[config.mk]
export PLATFORM = sky130hd
export DESIGN_NAME = button_bank
export DESIGN_NICKNAME = d
export VERILOG_FILES = /design/src/rtl/button_bank.sv
export SDC_FILE = /design/constraint.sdc
export NUM_CORES = 1
export LEC_CHECK = 0
export ABC_CLOCK_PERIOD_IN_PS = 4050
export CAP_MARGIN = 25
export CORE_MARGIN = 2
export CORE_UTILIZATION = 59
export CTS_CLUSTER_SIZE = 12
export DETAILED_ROUTE_END_ITERATION = 12
export PLACE_DENSITY = 0.77
export SLEW_MARGIN = 25
export SYNTH_ARGS = -nofsm -noshare
export SYNTH_HDL_FRONTEND = slang
export SYNTH_SLANG_ARGS = --single-unit
[constraint.sdc]
create_clock -name clk -period 4.05 [get_ports clk]
set_input_delay 0.81 -clock clk [delete_from_list [all_inputs] [get_ports clk]]
set_output_delay 0.81 -clock clk [all_outputs]
set_load 0.01 [all_outputs]
[src/rtl/button_bank.sv]
// rtl/button_bank.sv - multi-channel button debouncer with edge, long-press and auto-repeat pulses
//
// Synchronises CHANNELS raw inputs and debounces each of them against one shared
// sample tick. Per channel it produces the debounced level plus single-cycle
// press, release, long-press and auto-repeat pulses.
//
// Ports:
//   clk           system clock
//   reset         synchronous, active-high
//   button        raw asynchronous inputs, one bit per channel
//   hold          debounced level, 1 = pressed
//   pressed       1-cycle pulse on debounced 0->1
//   released      1-cycle pulse on debounced 1->0
//   long_press    1-cycle pulse once the hold lasts LONG_SAMPLES ticks
//   repeat_pulse  1-cycle pulse every REPEAT_SAMPLES ticks after long_press
//   any_pressed   OR of pressed

module button_bank #(
    parameter int CHANNELS       = 5,
    parameter int SAMPLE_CYCLES  = 100000,
    parameter int STABLE_SAMPLES = 20,
    parameter int LONG_SAMPLES   = 1000,
    parameter int REPEAT_SAMPLES = 200,
    parameter int ACTIVE_LOW     = 0
) (
    input  logic                clk,
    input  logic                reset,
    input  logic [CHANNELS-1:0] button,
    output logic [CHANNELS-1:0] hold,
    output logic [CHANNELS-1:0] pressed,
    output logic [CHANNELS-1:0] released,
    output logic [CHANNELS-1:0] long_press,
    output logic [CHANNELS-1:0] repeat_pulse,
    output logic                any_pressed
);

    localparam int TW = $clog2(SAMPLE_CYCLES);
    localparam int SW = $clog2(STABLE_SAMPLES + 1);
    localparam int HW = (LONG_SAMPLES > 0) ? $clog2(LONG_SAMPLES + 1) : 1;
    localparam int RW = $clog2(REPEAT_SAMPLES + 1);

    localparam logic [TW-1:0] TICK_RELOAD = TW'(SAMPLE_CYCLES - 1);
    localparam logic [SW-1:0] STABLE_L    = SW'(STABLE_SAMPLES);
    localparam logic [HW-1:0] LONG_L      = HW'(LONG_SAMPLES);
    localparam logic [RW-1:0] REPEAT_L    = RW'(REPEAT_SAMPLES);
    localparam logic          INVERT      = (ACTIVE_LOW != 0);

    typedef enum logic [1:0] {
        ST_IDLE,
        ST_HELD,
        ST_LONG
    } state_t;

    // ------------------------------------------------------------------
    // Input synchroniser and polarity
    // ------------------------------------------------------------------
    logic [CHANNELS-1:0] sync_meta;
    logic [CHANNELS-1:0] sync_q;
    logic [CHANNELS-1:0] sync;

    always_ff @(posedge clk) begin
        if (reset) begin
            sync_meta <= '0;
            sync_q    <= '0;
        end else begin
            sync_meta <= button;
            sync_q    <= sync_meta;
        end
    end

    assign sync = sync_q ^ {CHANNELS{INVERT}};

    // ------------------------------------------------------------------
    // Shared sample tick
    // ------------------------------------------------------------------
    logic [TW-1:0] tick_cnt;
    logic          tick;

    assign tick = (tick_cnt == '0);

    always_ff @(posedge clk) begin
        if (reset || tick) begin
            tick_cnt <= TICK_RELOAD;
        end else begin
            tick_cnt <= tick_cnt - TW'(1);
        end
    end

    // ------------------------------------------------------------------
    // Edge detection
    // ------------------------------------------------------------------
    logic [CHANNELS-1:0] hold_d;

    always_ff @(posedge clk) begin
        if (reset) begin
            hold_d <= '0;
        end else begin
            hold_d <= hold;
        end
    end

    assign pressed     = hold & ~hold_d;
    assign released    = ~hold & hold_d;
    assign any_pressed = |pressed;

    // ------------------------------------------------------------------
    // Per-channel debounce and long-press / repeat FSM
    // ------------------------------------------------------------------
    for (genvar i = 0; i < CHANNELS; i++) begin : gen_ch
        logic [SW-1:0] scnt;
        logic [SW-1:0] scnt_inc;
        logic          hold_bit;
        logic          qualify;

        assign scnt_inc = scnt + SW'(1);
        // This tick completes qualification and flips the debounced level.
        assign qualify  = tick && (sync[i] != hold_bit) && (scnt_inc == STABLE_L);
        assign hold[i]  = hold_bit;

        always_ff @(posedge clk) begin
            if (reset) begin
                scnt     <= '0;
                hold_bit <= 1'b0;
            end else if (tick) begin
                if (sync[i] != hold_bit) begin
                    if (scnt_inc == STABLE_L) begin
                        hold_bit <= sync[i];
                        scnt     <= '0;
                    end else begin
                        scnt     <= scnt_inc;
                    end
                end else begin
                    scnt <= '0;
                end
            end
        end

        if (LONG_SAMPLES > 0) begin : gen_long
            state_t        state;
            state_t        state_n;
            logic [HW-1:0] hcnt;
            logic [HW-1:0] hcnt_n;
            logic [HW-1:0] hcnt_inc;
            logic [RW-1:0] rcnt;
            logic [RW-1:0] rcnt_n;
            logic [RW-1:0] rcnt_inc;
            logic          lp_q;
            logic          lp_n;
            logic          rp_q;
            logic          rp_n;
            logic          fall_now;

            assign hcnt_inc = hcnt + HW'(1);
            assign rcnt_inc = rcnt + RW'(1);
            // A release qualifying on this very tick must suppress any pulse
            // the same tick would otherwise produce.
            assign fall_now = qualify && hold_bit;

            always_ff @(posedge clk) begin
                if (reset) begin
                    state <= ST_IDLE;
                    hcnt  <= '0;
                    rcnt  <= '0;
                    lp_q  <= 1'b0;
                    rp_q  <= 1'b0;
                end else begin
                    state <= state_n;
                    hcnt  <= hcnt_n;
                    rcnt  <= rcnt_n;
                    lp_q  <= lp_n;
                    rp_q  <= rp_n;
                end
            end

            always_comb begin
                state_n = state;
                hcnt_n  = hcnt;
                rcnt_n  = rcnt;
                lp_n    = 1'b0;
                rp_n    = 1'b0;
                if (!hold_bit || fall_now) begin
                    state_n = ST_IDLE;
                    hcnt_n  = '0;
                    rcnt_n  = '0;
                end else begin
                    case (state)
                        ST_IDLE: begin
                            state_n = ST_HELD;
                            hcnt_n  = '0;
                        end
                        ST_HELD: begin
                            if (tick) begin
                                if (hcnt_inc == LONG_L) begin
                                    lp_n    = 1'b1;
                                    state_n = ST_LONG;
                                    rcnt_n  = '0;
                                end else begin
                                    hcnt_n  = hcnt_inc;
                                end
                            end
                        end
                        ST_LONG: begin
                            if (tick) begin
                                if (rcnt_inc == REPEAT_L) begin
                                    rp_n   = 1'b1;
                                    rcnt_n = '0;
                                end else begin
                                    rcnt_n = rcnt_inc;
                                end
                            end
                        end
                        default: begin
                            state_n = ST_IDLE;
                            hcnt_n  = '0;
                            rcnt_n  = '0;
                        end
                    endcase
                end
            end

            assign long_press[i]   = lp_q;
            assign repeat_pulse[i] = rp_q;
        end else begin : gen_nolong
            assign long_press[i]   = 1'b0;
            assign repeat_pulse[i] = 1'b0;
        end
    end

endmodule
* Word level (Yosys, flattened, before mapping)
Cells that the tools add are included.
** Cells by class
- Bitwise gates (word level) :: 20
- Muxes and demuxes :: 75
- Eq/ne operators :: 50
- Reduce and logical (&&, ||, !) cells :: 68
- Add/sub/neg operators :: 16
** Operator list (number)
- 2-to-1 mux 8 bit :: 20
- one-hot mux 8 bit (3 select lines) :: 5
- 2-to-1 mux 10 bit :: 10
- one-hot mux 10 bit (2 select lines) :: 5
- adder 10 x 1 -> 10 bit (second input constant) :: 5
- equality test 10 bit (second input constant) :: 5
- 2-to-1 mux 5 bit :: 10
- AND reduction 3 bit :: 15
- adder 8 x 1 -> 8 bit (second input constant) :: 5
- equality test 8 bit (second input constant) :: 5
- != test 2 bit (second input constant) :: 20
- OR reduction 4 bit :: 10
- one-hot mux 2 bit (3 select lines) :: 5
- adder 5 x 1 -> 5 bit (second input constant) :: 5
- equality test 5 bit (second input constant) :: 5
- 2-to-1 mux 2 bit :: 10
- AND reduction 4 bit :: 5
- zero test 17 bit :: 1
- subtractor 17 x 1 -> 17 bit (second input constant) :: 1
- inverter 1 bit :: 16
- logical AND 1 bit :: 15
- AND 5 bit :: 2
- equality test 2 x 1 -> 1 bit (second input constant) :: 5
- equality test 2 bit (second input constant) :: 5
- 8 further kinds :: 39
** Storage, ports and cells
- Logic and storage cells :: 268
- Bits of input ports :: 7
- Output and inout bits :: 26
- Register bits after elaboration :: 172

* Depth between registers and ports, before layout
Gate-level depths: netlist (run 1).
- Depth in word-level cells :: 6
- Gate-level depth with buffers :: 10
- Gate-level depth less buffers :: 8

* Worst setup path before layout (run 1)
OpenSTA, ideal clock, no wires.
- Path kind :: register -> register
- From :: reg gen_ch[2].gen_long.hcnt[0]
- To :: reg gen_ch[2].gen_long.hcnt[0]
- Buffers on the path :: 2
- Clock period less this slack :: 2181 ps
- Data arrival time :: 2060 ps
- Setup time :: 121 ps
- Slack :: 1869 ps
- Data required time :: 3929 ps
- Cell stages (with the launch flop) :: 10
- Cells stage by stage :: dfxtp_1 -> ha_1 -> clkbuf_1 -> a21oi_1 -> o311ai_1 -> o31ai_1 -> and2_1 -> buf_2 -> o311a_4 -> mux2_2
** On the way
- Cells in the longest elaborated chain, start to end :: 4
- Elaborated cells between the ends (all ways) :: 7
- Classes of those cells :: 1 x add/sub; 2 x eq/ne; 3 x mux; 1 x reduce/logical
** Ends and longest elaborated chain
- start, declared :: line 141 : logic [HW-1:0] hcnt;
- start signal, assigned :: line 168 : hcnt <= hcnt_n;
- adder 10 x 1 -> 10 bit * :: line 153 : assign hcnt_inc = hcnt + HW'(1);
- equality test 10 bit or 2-to-1 mux 10 bit (tied branches) :: line 193 : if (hcnt_inc == LONG_L) begin
- != test 2 bit (no line) or 2-to-1 mux 10 bit (tied branches)
- AND reduction 3 bit (no line) or one-hot mux 10 bit (2 select lines) (tied branches)
Mark *: on every way between the ends. The rest lies on a longest branch, timed or not. The select of a mux whose other input is x is not followed.
A chain may end at the register's enable or synchronous reset.

* Final worst setup path (run 1)
- From :: reg tick_cnt[0]
- To :: reg gen_ch[0].gen_long.rcnt[7]
** On the way
- Cells in the longest elaborated chain, start to end :: 6
- Elaborated cells between the ends (all ways) :: 9
- Classes of those cells :: 2 x eq/ne; 7 x reduce/logical
** Ends and longest elaborated chain
- start, declared :: line 76 : logic [TW-1:0] tick_cnt;
- start signal, assigned :: line 85 : tick_cnt <= tick_cnt - TW'(1);
- zero test 17 bit * :: line 79 : assign tick = (tick_cnt == '0);
- logical AND 1 bit (2 in series) :: line 117 : assign qualify = tick && (sync[i] != hold_bit) && (scnt_inc == STABLE_L);
- logical AND 1 bit :: line 157 : assign fall_now = qualify && hold_bit;
- logical OR 1 bit :: line 181 : if (!hold_bit || fall_now) begin
- OR reduction 2 bit (no line)
- end signal, assigned :: line 169 : rcnt <= rcnt_n;
- end, declared :: line 144 : logic [RW-1:0] rcnt;
Mark *: on every way between the ends. The rest lies on a longest branch, timed or not.

==> key figures, run 1 <==
Global routing
  • GRT Total Usage: 25.3%
  • Pin count of the biggest net entering global routing: 27
  • Initial antenna violation count: 0
  • Global-route wire length before repair: 34.9 mm
  • Global route overflow: 0
  • Number of global-route vias before repair: 7434

Timing
  • Slew @ Worst Pin: 0.839 ns
  • Worst Clk Skew: 0.00984 ns
  • Slew HR: 43.9%
  • Slew Limit Fails: 0
  • Setup Total Neg Slack: 0 ns
  • Fin. Hold Viols: 0
  • RSZ-0062 raised after global routing: no
  • Min Tclk post-route: 3.02 ns
  • Setup violators final: 0
  • Peak Freq: 331 MHz
  • Final period util: 74.7%

Cells and area
  • NumNets Final: 1176
  • Cell area after layout: 10300 um2
  • Fillers: 1321
  • Area Growth Syn to Fin: 10.0%
  • Number of diodes: 0
  • Proportion of layout cells with a drive suffix above 1: 6.80%

Setup path
  • CP Capture Type: flop
  • RR Endpoint: gen_ch[0].gen_long.rcnt[7]$_SDFFE_PP0P_
  • FF-to-FF setup slack: 1.03 ns
  • Crit path arrival time: 3.36 ns
  • Crit path required time: 4.38 ns
  • Worst Path Max Fanout: 11
  • Worst Reg-to-Reg Cells: 8
  • CP Class: reg2reg
  • RR Startpoint: tick_cnt[0]$_SDFF_PP1_
  • Type of origin of the critical path: flop
  • Critical path launch point: tick_cnt[0]$_SDFF_PP1_

Floorplan
  • Die W: 130 um
  • Initial Util: 59.8%
  • Die ar.: 17000 um2
  • Core footprint: 15700 um2
  • Die Ht: 130 um
  • # IOs: 33
  • Rows: 46

Hold path
  • Hold depth: 1
  • Hold Path Origin: tick_cnt[0]$_SDFF_PP1_
  • HP Class: reg2reg
  • Hold endpoint: tick_cnt[0]$_SDFF_PP1_

Route
  • Initial DRC Count: 589
  • Wirelength per Cell: 15.4 um
  • Antenna viol nets, final: 0
  • Drc violations: 0
  • Total iterations of the first detailed-routing run: 5
  • Total Wirelength: 21.2 mm
  • Total number of vias: 8373
  • Vias per inst: 6.08

Synthesis
  • Dominant synthesized flop cell: dfxtp_1
  • Cell Area, Synth: 9400 um2
  • Distinct cell type count after synthesis: 85
  • Cell count after synthesis: 1145
  • Post-synth ARST share: 0%
  • Syn avg cell area: 8.21 um2
  • Sequential share of the synthesized area: 36.6%
  • Yosys warns: 0
  • Number of synthesized flops with an enable pin: 0
  • Post-Syn Nets: 1171
  • Yosys reg bits: 172

Placement
  • GPL Wtd Cong: 0.892
  • Placed Area: 9760 um2
  • Input/output buffers: 32
  • Final HPWL DP: 14.5 mm

Power
  • Sw Ratio: 21.4%
  • P_sw: 0.720 mW
  • Internal power: 2.64 mW
  • Static Leak: 3.44 nW
  • Clock network power share: 48.3%
  • PwrDens: 325 nW/um2
  • Peak supply drop: 0.317 mV
  • Sequential share of power: 50.7%
  • Comb pwr share: 0.9%

CTS
  • Root buffer cell: clkbuf_16
  • Clock transition at path regs: 0.07 ns
  • Num CTS Buffers: 17
  • Count of cells resized by post-cts repair: 0
  • CTS Sinks: 172
  • Hold_buf cts: 0
  • H-tree depth: 4
  • Skew-Pair Late Insertion Delay: 0.44 ns
  • Clock Tree Buf Depth: 2
  • TritonCTS clock tree: built
  • Post-CTS setup buffers: 0

Outcome
  • Status: finished, final reports clean

Flow run
  • MaxCap Viol Count: 0
final cells by class:
class,instances,area [um2],area share [%]
inverter,41,154,1.49
sequential,172,3440,33.3
timing repair buffer,40,380,3.68
tap,216,270,2.61
clock buffer,18,439,4.25
clock inverter,13,144,1.39
multi-input combinational,878,5510,53.3
cells in the mapped netlist (5+ instances only):
cell type  count  area share, %
nor4_1        11           0.73
nand4b_1       6           0.56
nor2b_1       37            2.5
a31oi_1       18            1.2
o2111ai_1      6           0.56
dfxtp_1      172             37
o22ai_1       11           0.73
and3_1        22            1.5
nor3b_1        6           0.48
buf_4         18            1.4
inv_1         41            1.6
nor3_1        35            1.9
nor4b_1        7           0.65
or3_1         19            1.3
nand2b_1      22            1.5
a21oi_1       40            2.1
xor2_1        18            1.7
or2_2         10           0.67
o31ai_1       11           0.88
o21ai_1        9           0.48
or4_1          8           0.64
a22o_1         8           0.75
nand4_1       28            1.9
nand3_1       73            3.9
a2111oi_0      5           0.47
clkbuf_1      22           0.88
o21ai_0       69            3.7
nand2_1      125            5.0
and2_1        12           0.80
a22oi_1       10           0.80
xnor2_1       27            2.5
a21o_1        13            1.0
o211ai_1      15            1.2
mux2i_1       20            2.1
o21a_1         7           0.56
buf_2         11           0.59
a31o_2         5           0.47
nor2_1        64            2.6
ha_1          19            2.5
placed cells by master (no fill, tap or decap), types with 8 or more instances in the layout:
cell / n
dfxtp_1: 172
nand2_1: 125
nand3_1: 73
o21ai_0: 69
nor2_1: 64
inv_1: 41
a21oi_1: 40
nor2b_1: 37
nor3_1: 35
clkdlybuf4s50_1: 32
nand4_1: 28
xnor2_1: 27
nand2b_1: 22
and3_1: 22
mux2i_1: 20
or3_1: 19
ha_1: 19
a31oi_1: 18
xor2_1: 18
clkbuf_16: 17
o211ai_1: 15
a21o_1: 13
and2_1: 12
nor4_1: 11
o22ai_1: 11
o31ai_1: 11
or2_2: 10
a22oi_1: 10
o21ai_1: 9
or4_1: 8
a22o_1: 8
buf_4: 8
sequential cells by signal, indices dropped and copies added, names as in the netlist:
name	flops
gen_ch.scnt	25
sync	5
sync_meta	5
gen_ch.hold_bit	5
hold_d	5
gen_ch.gen_long.rcnt	40
gen_ch.gen_long.state	10
tick_cnt	17
gen_ch.gen_long.hcnt	50
gen_ch.gen_long.rp_q	5
gen_ch.gen_long.lp_q	5
per-layer routing:
layer / share of wire, % / vias up / GRT usage (%)
met1: 47 / 3933 / 33.8
met3: 4.7 / 30 / 4.72
li1: - / 4201 / -
met4: 1.6 / 0 / 7.21
met5: 0 / - / 0
met2: 47 / 209 / 41.9
per-stage QoR:
stage               total power, mW  cells  util [%]  hold slack [ns]  setup slack [ns]
finish                         3.36   1378      65.8            0.397              1.03
global route                   3.44   1378      65.8            0.421             0.809
CTS                            3.38   1378      65.8            0.400              1.09
detailed placement             1.77   1347      62.1            0.383              1.01
global placement               1.77   1347      62.1            0.382              1.04
floorplan                      1.76   1145         -            0.371              1.87
logic make-up after synthesis:
group / count (synthesis) / share of synthesized area (%)
DFF: 172 / 36.6
buffers and inverters: 95 / 4.75
muxes: 24 / 2.61
AOI/OAI and AO/OA: 273 / 19.4
and+or+nand+nor: 517 / 29.8
xor gates and xnor gates: 45 / 4.19
adders and majority gates: 19 / 2.53
worst max-delay path: stages (launching register included):
cell and delay (ns):
dfxtp_1 0.32, inv_1 0.08, ha_1 0.14, nor4b_2 0.51
and3_1 0.31, and2_1 0.49, nand4_1 0.51, and2_1 0.33
a31o_2 0.24
power groups by stage:
| stage | clock network, mW | registers, mW | logic, mW |
|---|---|---|---|
| 2_1_floorplan | 0 | 1.74 | 0.0189 |
| 3_3_place_gp | 0 | 1.74 | 0.0309 |
| 3_5_place_dp | 0 | 1.74 | 0.0312 |
| 4_1_cts | 1.64 | 1.70 | 0.0314 |
| 5_1_grt | 1.71 | 1.70 | 0.0350 |
| 6_report | 1.62 | 1.70 | 0.0313 |
worst max path at each step:
stage,cells after the start,endpoint,slack (ns)
after floorplan,9,gen_ch[2].gen_long.hcnt[0]$_SDFFE_PP0P_,1.87
after global placement,7,gen_ch[3].gen_long.hcnt[3]$_SDFFE_PP0P_,1.04
after detailed placement,7,gen_ch[3].gen_long.hcnt[6]$_SDFFE_PP0P_,1.01
after CTS,9,gen_ch[1].gen_long.hcnt[6]$_SDFFE_PP0P_,1.09
after global routing,8,gen_ch[0].gen_long.hcnt[7]$_SDFFE_PP0P_,0.81
final,8,gen_ch[0].gen_long.rcnt[7]$_SDFFE_PP0P_,1.03
Note: power is estimated with default switching activity, not from simulation.
==> inputs of run 2 (changes only) <==
Settings changed: ABC_CLOCK_PERIOD_IN_PS 4050 to 2450, CORE_UTILIZATION 59 to 56.
Clock period 4.05 ns to 2.45 ns, I/O delays scaled along.
==> run 2 against run 1 <==
  * Non-clock buffer count grew 56
  * Count of clock-buffer cells in the layout grew 3
  * Fmax grew 31%
  * Sequential share of layout area shrank 1.5 points
  * Core utilization is essentially flat
  * Routed wire length grew 1.5%
  * Total power grew 61%
  * Largest cell class unchanged
  * Largest power group unchanged
==> key figures, run 2 (synthesized netlist as in run 1, its figures left out) <==
Floorplan
  • Die ar.: 17800 um2
  • Initial Util: 57.1%
  • Rows: 47
  • Core footprint: 16500 um2
  • Die W: 134 um
  • # IOs: 33
  • Die Ht: 134 um

CTS
  • Clock transition at path regs: 0.06 ns
  • Num CTS Buffers: 17
  • H-tree depth: 4
  • Clock Tree Buf Depth: 2
  • TritonCTS clock tree: built
  • Skew-Pair Late Insertion Delay: 0.43 ns
  • Root buffer cell: clkbuf_16
  • Hold_buf cts: 0
  • CTS Sinks: 172

Route
  • Total Wirelength: 21.5 mm
  • Initial DRC Count: 764
  • Antenna viol nets, final: 0
  • Vias per inst: 5.96
  • Total iterations of the first detailed-routing run: 5
  • Total number of vias: 8576
  • Drc violations: 0
  • Wirelength per Cell: 14.9 um

Timing
  • Slew @ Worst Pin: 0.696 ns
  • Min Tclk post-route: 2.30 ns
  • RSZ-0062 raised after global routing: yes
  • Hold slack: 0.401 ns
  • Final period util: 94.0%
  • Setup violators final: 0
  • Slew Limit Fails: 0
  • Worst Clk Skew: 0.00755 ns
  • Setup Total Neg Slack: 0 ns
  • Peak Freq: 434 MHz
  • Slew HR: 53.3%
  • Fin. Hold Viols: 0

Global routing
  • Pin count of the biggest net entering global routing: 28
  • GRT Total Usage: 24.4%
  • Global-route wire length before repair: 36.2 mm
  • Initial antenna violation count: 0
  • Number of global-route vias before repair: 7724
  • Global route overflow: 0

Cells and area
  • Area of the multi-input gates: 5550 um2
  • NumNets Final: 1232
  • Proportion of layout cells with a drive suffix above 1: 12.0%
  • Largest register FFs: 50
  • Top Registers: gen_ch.gen_long.hcnt: 50 flops, gen_ch.gen_long.rcnt: 40 flops, gen_ch.scnt: 25 flops
  • Core Util, Final: 65.8%
  • Fillers: 1372
  • Commonest non-fill, non-tap cells in the layout: dfxtp_1, nand2_1, nand3_1, o21ai_0, nor2_1
  • Commonest non-fill, non-tap cell in the layout: dfxtp_1
  • Area Growth Syn to Fin: 15.3%
  • Largest Register: gen_ch.gen_long.hcnt
  • Number of diodes: 0
  • Sequential Area: 3450 um2

Placement
  • GPL Wtd Cong: 0.903
  • Input/output buffers: 32
  • Final HPWL DP: 15.0 mm

Power
  • PwrDens: 499 nW/um2
  • Sequential share of power: 52.0%
  • Peak supply drop: 0.469 mV
  • Internal power: 4.22 mW
  • Comb pwr share: 1.1%
  • P_sw: 1.18 mW
  • Clock network power share: 46.8%
  • Static Leak: 3.76 nW
  • Sw Ratio: 21.9%

Outcome
  • Status: finished, final reports clean

Flow run
  • MaxCap Viol Count: 0

Setup path
  • Crit path arrival time: 2.62 ns
  • Crit path required time: 2.76 ns
  • Worst Path Max Fanout: 7
  • CP Class: reg2reg
  • CP Capture Type: flop
  • Type of origin of the critical path: flop

Hold path
  • HP Class: reg2reg
[run 2: what timing repair did]
item / in CTS / in global routing
buffers inserted: 0 / 1
pin swaps: 0 / 1
resized for setup: 4 / 11
setup endpoints to repair: 1 / 51
[run 2: cell type report]
| class | instances | area share [%] |
|---|---|---|
| multi-input cells | 878 | 51.2 |
| flip-flops and latches | 172 | 31.8 |
| repair buffers | 96 | 7.88 |
| clock buffers | 21 | 4.34 |
| well taps | 220 | 2.54 |
| inverters | 41 | 1.42 |
| clock inverters | 11 | 0.785 |
[run 2: metal layers]
| metal | GRT usage, % | up-vias | part of all wire (%) |
|---|---|---|---|
| met5 | 0 | - | 0 |
| met4 | 7.33 | 0 | 1.4 |
| met3 | 4.00 | 22 | 4.7 |
| met2 | 39.9 | 193 | 46 |
| met1 | 33.2 | 4030 | 48 |
| li1 | - | 4331 | - |
[run 2: worst paths after layout]
path	startpoint	endpoint	slack, ns	cells past startpoint
setup / recovery	tick_cnt[0]$_SDFF_PP1_	gen_ch[2].gen_long.rcnt[5]$_SDFFE_PP0P_	0.15	9
hold reg to reg	tick_cnt[0]$_SDFF_PP1_	tick_cnt[0]$_SDFF_PP1_	0.40	1
hold / removal	tick_cnt[0]$_SDFF_PP1_	tick_cnt[0]$_SDFF_PP1_	0.40	1
setup reg to reg	tick_cnt[0]$_SDFF_PP1_	gen_ch[2].gen_long.rcnt[5]$_SDFFE_PP0P_	0.15	9
[run 2: worst max-delay path, cell delays in order, from the launching register on]
cell and delay (ns):
dfxtp_1 0.32, inv_1 0.08, ha_1 0.16, nor4b_4 0.30, and3_1 0.27, and2_1 0.25, buf_4 0.18, nand4_1 0.24
a32oi_1 0.29, o21ai_0 0.09
[run 2: power groups by stage]
stage | Combinational, mW | Clock (mW) | Sequential, mW
2_1_floorplan | 0.0313 | 0 | 2.88
6_report | 0.0606 | 2.53 | 2.81
3_5_place_dp | 0.0601 | 0 | 2.88
4_1_cts | 0.0606 | 2.58 | 2.81
5_1_grt | 0.0667 | 2.70 | 2.81
3_3_place_gp | 0.0599 | 0 | 2.88
[run 2: stage by stage]
stage	instances	worst slack, ns	power [mW]	instance area, um2
detailed placement	1406	0.0616	2.94	10200
finish	1439	0.146	5.41	10800
CTS	1438	0.00377	5.45	10800
floorplan	1145	0.269	2.91	9400
global route	1439	-0.0316	5.58	10800
global placement	1406	0.129	2.94	10200
